`config.mk`:
```
export PLATFORM = sky130hd
export DESIGN_NAME = srt_div_sched_flat
export DESIGN_NICKNAME = d
export VERILOG_FILES = /design/src/rtl/srt_div_sched_if.sv /design/src/rtl/srt_div_sched.sv /design/src/flat_wrapper.sv
export SDC_FILE = /design/constraint.sdc
export NUM_CORES = 1
export LEC_CHECK = 0
export ABC_CLOCK_PERIOD_IN_PS = 3200
export CAP_MARGIN = 20
export CORE_MARGIN = 2
export CORE_UTILIZATION = 40
export CTS_BUF_LIST = sky130_fd_sc_hd__clkbuf_16
export DETAILED_ROUTE_END_ITERATION = 12
export PLACE_DENSITY = 0.91
export SETUP_SLACK_MARGIN = 0.5
export SYNTH_ARGS = -nofsm -noshare
export SYNTH_HDL_FRONTEND = slang
export SYNTH_SLANG_ARGS = --single-unit
```
`constraint.sdc`:
```
create_clock -name clk -period 3.2 [get_ports clk]
set_input_delay 0.48 -clock clk [delete_from_list [all_inputs] [get_ports clk]]
set_output_delay 0.48 -clock clk [all_outputs]
set_load 0.05 [all_outputs]
```
`src/rtl/srt_div_sched_if.sv`:
```
// Request/response bundle shared by the requesters, the divider scheduler and
// the response consumer.
interface srt_div_sched_if #(
    parameter int NREQ = 4,
    parameter int IDW  = 2,
    parameter int NW   = 8,
    parameter int DW   = 6,
    parameter int QW   = 10,
    parameter int RW   = 8
);
    logic [NREQ-1:0]    req_valid;
    logic [NREQ-1:0]    req_ready;
    logic [NREQ*NW-1:0] req_n;
    logic [NREQ*DW-1:0] req_d;
    logic               rsp_valid;
    logic               rsp_ready;
    logic [IDW-1:0]     rsp_id;
    logic [QW-1:0]      rsp_q;
    logic [RW-1:0]      rsp_r;
    logic               rsp_dbz;

    modport master (
        output req_valid, req_n, req_d, rsp_ready,
        input  req_ready, rsp_valid, rsp_id, rsp_q, rsp_r, rsp_dbz
    );

    modport slave (
        input  req_valid, req_n, req_d, rsp_ready,
        output req_ready, rsp_valid, rsp_id, rsp_q, rsp_r, rsp_dbz
    );
endinterface

```
`src/rtl/srt_div_sched.sv`:
```
// Round-robin scheduler sharing one fixed-latency SRT divider among NREQ
// requesters; divide-by-zero is answered directly without using the divider.
module srt_div_sched #(
    parameter int NREQ    = 4,
    parameter int IDW     = 2,
    parameter int NW      = 8,
    parameter int DW      = 6,
    parameter int QW      = 10,
    parameter int RW      = 8,
    parameter int DIV_LAT = 8
) (
    input  logic                  clk,
    input  logic                  resetn,
    srt_div_sched_if.slave        bus,
    output logic                  busy,
    output logic                  div_resetn,
    output logic                  div_enable,
    output logic [NW-1:0]         div_n,
    output logic [DW-1:0]         div_d,
    input  logic [QW-1:0]         div_q,
    input  logic [RW-1:0]         div_r
);
    localparam int CW = $clog2(DIV_LAT + 1);

    typedef enum logic [1:0] {IDLE, CLR, RUN, RESP} state_t;

    state_t          state, state_nx;
    logic [IDW-1:0]  rr_ptr;
    logic [IDW-1:0]  grant;
    logic [IDW-1:0]  idx;
    logic            grant_found;
    logic [NW-1:0]   sel_n;
    logic [DW-1:0]   sel_d;
    logic [NW+RW-1:0] n_ext;
    logic [CW-1:0]   cnt;
    logic            xfer;
    logic            run_done;

    // NOTE: every always_comb output gets a default first so no latch is inferred.
    always_comb begin
        grant       = '0;
        grant_found = 1'b0;
        idx         = '0;
        sel_n       = '0;
        sel_d       = '0;
        for (int k = 0; k < NREQ; k++) begin
            idx = IDW'((int'(rr_ptr) + k) % NREQ);
            if (!grant_found && bus.req_valid[idx]) begin
                grant_found = 1'b1;
                grant       = idx;
            end
        end
        for (int i = 0; i < NREQ; i++) begin
            if (grant == IDW'(i)) begin
                sel_n = bus.req_n[i*NW +: NW];
                sel_d = bus.req_d[i*DW +: DW];
            end
        end
    end

    assign n_ext      = {{RW{1'b0}}, sel_n};
    assign xfer       = (state == IDLE) && grant_found;
    assign run_done   = (state == RUN) && (cnt == CW'(DIV_LAT - 1));
    assign busy       = (state != IDLE);
    assign div_resetn = resetn && (state != CLR);

    // NOTE: sequential state uses non-blocking assignments only.
    always_ff @(posedge clk) begin
        if (!resetn) state <= IDLE;
        else         state <= state_nx;
    end

    always_comb begin
        state_nx      = state;
        bus.req_ready = '0;
        case (state)
            IDLE: if (grant_found) begin
                bus.req_ready[grant] = 1'b1;
                state_nx = (sel_d == '0) ? RESP : CLR;
            end
            CLR:  state_nx = RUN;
            RUN:  if (run_done) state_nx = RESP;
            RESP: if (bus.rsp_ready) state_nx = IDLE;
            default: state_nx = IDLE;
        endcase
    end

    always_ff @(posedge clk) begin
        if (!resetn) begin
            rr_ptr        <= '0;
            cnt           <= '0;
            div_enable    <= 1'b0;
            div_n         <= '0;
            div_d         <= '0;
            bus.rsp_valid <= 1'b0;
            bus.rsp_id    <= '0;
            bus.rsp_q     <= '0;
            bus.rsp_r     <= '0;
            bus.rsp_dbz   <= 1'b0;
        end else begin
            if (xfer) begin
                rr_ptr     <= (grant == IDW'(NREQ - 1)) ? '0 : grant + 1'b1;
                bus.rsp_id <= grant;
                // A zero divisor is answered at once and the divider inputs keep their last values.
                if (sel_d == '0) begin
                    bus.rsp_q     <= '1;
                    bus.rsp_r     <= n_ext[RW-1:0];
                    bus.rsp_dbz   <= 1'b1;
                    bus.rsp_valid <= 1'b1;
                end else begin
                    div_n <= sel_n;
                    div_d <= sel_d;
                end
            end
            if (state == CLR) begin
                cnt        <= '0;
                div_enable <= 1'b1;
            end
            if (state == RUN) begin
                cnt <= cnt + 1'b1;
                if (run_done) begin
                    bus.rsp_q     <= div_q;
                    bus.rsp_r     <= div_r;
                    bus.rsp_dbz   <= 1'b0;
                    bus.rsp_valid <= 1'b1;
                    div_enable    <= 1'b0;
                end
            end
            if (state == RESP && bus.rsp_ready) bus.rsp_valid <= 1'b0;
        end
    end
endmodule
```
`src/flat_wrapper.sv`:
```
// flat-port wrapper written by rule: the top's interface ports become plain ports
module srt_div_sched_flat 
#(
    parameter int NREQ    = 4,
    parameter int IDW     = 2,
    parameter int NW      = 8,
    parameter int DW      = 6,
    parameter int QW      = 10,
    parameter int RW      = 8,
    parameter int DIV_LAT = 8
)
  (clk, resetn, busy, div_resetn, div_enable, div_n, div_d, div_q, div_r, bus_req_valid, bus_req_n, bus_req_d, bus_rsp_ready, bus_req_ready, bus_rsp_valid, bus_rsp_id, bus_rsp_q, bus_rsp_r, bus_rsp_dbz);
  srt_div_sched_if #(.NREQ(NREQ), .IDW(IDW), .NW(NW), .DW(DW), .QW(QW), .RW(RW)) bus_i ();
  input  logic clk;
  input  logic resetn;
  output logic busy;
  output logic div_resetn;
  output logic div_enable;
  output logic [NW-1:0] div_n;
  output logic [DW-1:0] div_d;
  input  logic [QW-1:0] div_q;
  input  logic [RW-1:0] div_r;
  input wire logic [$bits(bus_i.req_valid)-1:0] bus_req_valid;
  input wire logic [$bits(bus_i.req_n)-1:0] bus_req_n;
  input wire logic [$bits(bus_i.req_d)-1:0] bus_req_d;
  input wire logic [$bits(bus_i.rsp_ready)-1:0] bus_rsp_ready;
  output wire logic [$bits(bus_i.req_ready)-1:0] bus_req_ready;
  output wire logic [$bits(bus_i.rsp_valid)-1:0] bus_rsp_valid;
  output wire logic [$bits(bus_i.rsp_id)-1:0] bus_rsp_id;
  output wire logic [$bits(bus_i.rsp_q)-1:0] bus_rsp_q;
  output wire logic [$bits(bus_i.rsp_r)-1:0] bus_rsp_r;
  output wire logic [$bits(bus_i.rsp_dbz)-1:0] bus_rsp_dbz;
  assign bus_i.req_valid = bus_req_valid;
  assign bus_i.req_n = bus_req_n;
  assign bus_i.req_d = bus_req_d;
  assign bus_i.rsp_ready = bus_rsp_ready;
  assign bus_req_ready = bus_i.req_ready;
  assign bus_rsp_valid = bus_i.rsp_valid;
  assign bus_rsp_id = bus_i.rsp_id;
  assign bus_rsp_q = bus_i.rsp_q;
  assign bus_rsp_r = bus_i.rsp_r;
  assign bus_rsp_dbz = bus_i.rsp_dbz;
  srt_div_sched #(.NREQ(NREQ), .IDW(IDW), .NW(NW), .DW(DW), .QW(QW), .RW(RW), .DIV_LAT(DIV_LAT)) u_core (.clk(clk), .resetn(resetn), .bus(bus_i), .busy(busy), .div_resetn(div_resetn), .div_enable(div_enable), .div_n(div_n), .div_d(div_d), .div_q(div_q), .div_r(div_r));
endmodule
```
==> flow_summary.yaml <==
detailed_routing:
  wl_met2_um: 6270
  drcViolationCount: 0
  dr.pass1.iters: 5
  wirelength_um: 12300
  via_per_inst: 6.16
  drt_iter0_markers: 317
  postRouteAntennaNets: 0
  vias: 3338
  wl_met3_um: 771
  wl_per_cell_um: 22.7
  top_layer: "met4"
  drt-met1-wl_um: 4370
critical_path:
  max_stage_delay_ps: 390
  crit_path_max_fanout: 10
  cp-end-kind: "register"
  critPathSlowestCell: "dfxtp_4"
  r2r_setup_slack_ps: 280
  crit_buf_inv: 4
  arrival_ps: 3130
  cp.required_ps: 3410
  start_kind: "register"
  r2r-start: "u_core.rr_ptr[1]$_SDFFE_PN0P_"
  reg2reg_depth: 15
  criticalPathCategory: "reg -> reg"
  cp_common_cell: "nand2_1"
  crit_family: "compound AO/OA/AOI/OAI gates"
  rr_endpoint: "u_core.div_n[6]$_SDFFE_PN0P_"
  crit_chain: "nand2_1, nand2_1, a21oi_2, o22a_2, ha_4, or2_4, buf_12, a221oi_4, o22ai_4, buf_4, o31ai_4, buf_6, clkbuf_16, nand3_2, o21ai_1"
timing:
  worst_slew_pin_slew_ps: 900
  rsz0062_at_grt: "true"
  setup_viol: 0
  finalCritPeriodShare_pct: 91.2
  tns_ps: 0
  min_period_ps: 2920
  layout_setup_ws_ps: 283
  final_max_slew_viol_count: 0
  fmax_ghz: 0.343
  final_hold_viol_count: 0
  skew_ps: 12.7
  max_slew_margin_pct: 39.8
logic_synthesis:
  netlist_instances: 302
  syn-cell-area_um2: 2400
  synth_top_area_share_pct: 37.5
  synth_nets: 392
  yosys_register_bits: 45
  synth-async-reset-ratio_pct: 0
  synth_cell_types: 40
  synth_ff_type: "dfxtp_1"
  ys_seq_area_share_pct: 37.5
  yosys_warnings: 0
  avgSynthCellArea_um2: 7.96
  yosys-top-cells-area: "dfxtp_1, nand3_1, o21ai_0, ha_1, nand2_1"
  synth_most_common_cell: "dfxtp_1"
  netlist.top_cell.by_area: "dfxtp_1"
  synth_common_cells: "dfxtp_1, nand3_1, o21ai_0"
  synth_edf_count: 0
finish:
  n_antenna_cell: 0
  design_area_um2: 4870
  fin_util_pct: 83.2
  area_growth_pct: 103
  drive_above_1_share_pct: 32.1
  final_net_count: 556
clock_network:
  cts_sinks: 45
  ctsHoldBuffers: 0
  numCtsBuffers: 5
  clockBufferDepth: 2
  htreeDepth: 2
  path_clk_slew_ps: 70
  tritoncts: "yes"
  clockRootBuffer: "clkbuf_16"
  insertion_delay_ps: 290
worst_hold_path:
  hold_start: "u_core.div_enable$_SDFF_PN0_"
  hold_class: "reg -> reg"
  hold_depth: 1
  min_to: "u_core.div_enable$_SDFF_PN0_"
floorplan:
  io-pin-count: 124
  core_um2: 5850
  fp.dieArea_um2: 6640
  rows: 28
  start_util_pct: 41.1
  die_h_um: 81.5
  die_x_um: 81.5
power_and_ir_drop:
  power_frac_comb_pct: 72.0
  vdd_drop_max_mv: 1.01
  p_int_uw: 2630
  power_density_nw_per_um2: 1040
  p_leak_uw: 0.00181
  p_sw_uw: 2420
  p_sw_share_pct: 48.0
  p_clk_share_pct: 10.5
  seqPwrFrac_pct: 17.6
global_routing:
  grt_max_degree: 51
  antenna_found_initial: 0
  grt_pass1_vias: 3039
  grt_pass1_wl_um: 15200
  grt_usage_pct: 30.5
  overflow: 0
placement:
  io_buffers: 123
  pre_cts_ws_ps: -247
  hpwl_um: 6700
  gp_congestion: 0.823
  postPlaceCellArea_um2: 4140
run:
  maxCapViolCount: 0
status:
  status: "completed"
[power groups by stage]
stage / clock [uW] / sequential [uW] / combinational (uW)
after floorplan: 0 / 1290 / 1300
after global placement: 0 / 848 / 2670
after detailed placement: 0 / 856 / 2760
after CTS: 511 / 860 / 3000
after global routing: 545 / 898 / 3770
final: 528 / 887 / 3630
[worst max-delay path by stage]
stage / startpoint / end / slack (ps) / depth (start not counted)
finish: u_core.rr_ptr[1]$_SDFFE_PN0P_ / u_core.div_n[6]$_SDFFE_PN0P_ / 280 / 15
global placement: bus_req_valid[0] / u_core.bus.rsp_q[2]$_SDFF_PN0_ / -80 / 16
floorplan: bus_req_valid[0] / u_core.div_d[0]$_SDFFE_PN0P_ / 440 / 14
detailed placement: bus_req_valid[0] / u_core.bus.rsp_q[1]$_SDFF_PN0_ / -250 / 16
global route: u_core.rr_ptr[0]$_SDFFE_PN0P_ / u_core.div_n[6]$_SDFFE_PN0P_ / 180 / 17
CTS: u_core.rr_ptr[0]$_SDFFE_PN0P_ / u_core.bus.rsp_r[2]$_SDFF_PN0_ / 480 / 17
[sequential cells by signal, summed over array words and instances (netlist names)]
signal                cells
u_core.bus.rsp_q         10
u_core.bus.rsp_r          8
u_core.div_n              8
u_core.div_d              6
u_core.cnt                4
u_core.bus.rsp_id         2
u_core.rr_ptr             2
u_core.state              2
u_core.bus.rsp_dbz        1
u_core.bus.rsp_valid      1
u_core.div_enable         1
[cells in the final DEF, fill, tap and decap left out, drive strengths merged, types with 12 or more instances in the layout]
cell	count
inv	12
nand2	25
nand3	39
o21ai	39
nor3	16
a21oi	12
nor2	20
dfxtp	45
buf	62
clkdlybuf4s50	112
[repair_timing]
item | in CTS | in global routing
endpoints found under the setup margin | 39 | 39
gates cloned | 2 | 3
buffers inserted | 8 | 7
pin swaps | 16 | 26
resized for setup | 44 | 47
[cell type report]
type / instances / area (um2)
Fill cell: 277 / 982
Inverter: 13 / 56.3
Sequential cell: 45 / 908
Multi-Input combinational cell: 222 / 1790
Timing Repair Buffer: 179 / 1870
Clock buffer: 5 / 125
Clock inverter: 3 / 21.3
Tap cell: 75 / 93.8
[stage by stage]
| step | std cells | power [uW] | hold WS, ps |
|---|---|---|---|
| global route | 542 | 5210 | 489 |
| floorplan | 302 | 2590 | 462 |
| global placement | 514 | 3520 | 438 |
| finish | 542 | 5050 | 480 |
| detailed placement | 514 | 3620 | 444 |
| CTS | 532 | 4380 | 464 |
[logic make-up after synthesis]
group                      synth area share (%)
adders and majority gates                  4.69
muxes                                      1.25
AOI/OAI and AO/OA                          26.4
buffers and inverters                      7.34
and+or+nand+nor                            22.9
DFF                                        37.5
[metal layers]
metal / vias up / global-route usage [%]
met5: - / 0
li1: 1444 / -
met3: 83 / 6.81
met1: 1588 / 32.4
met4: 0 / 18.8
met2: 223 / 54.5
Power figures use the tool's default switching activity.
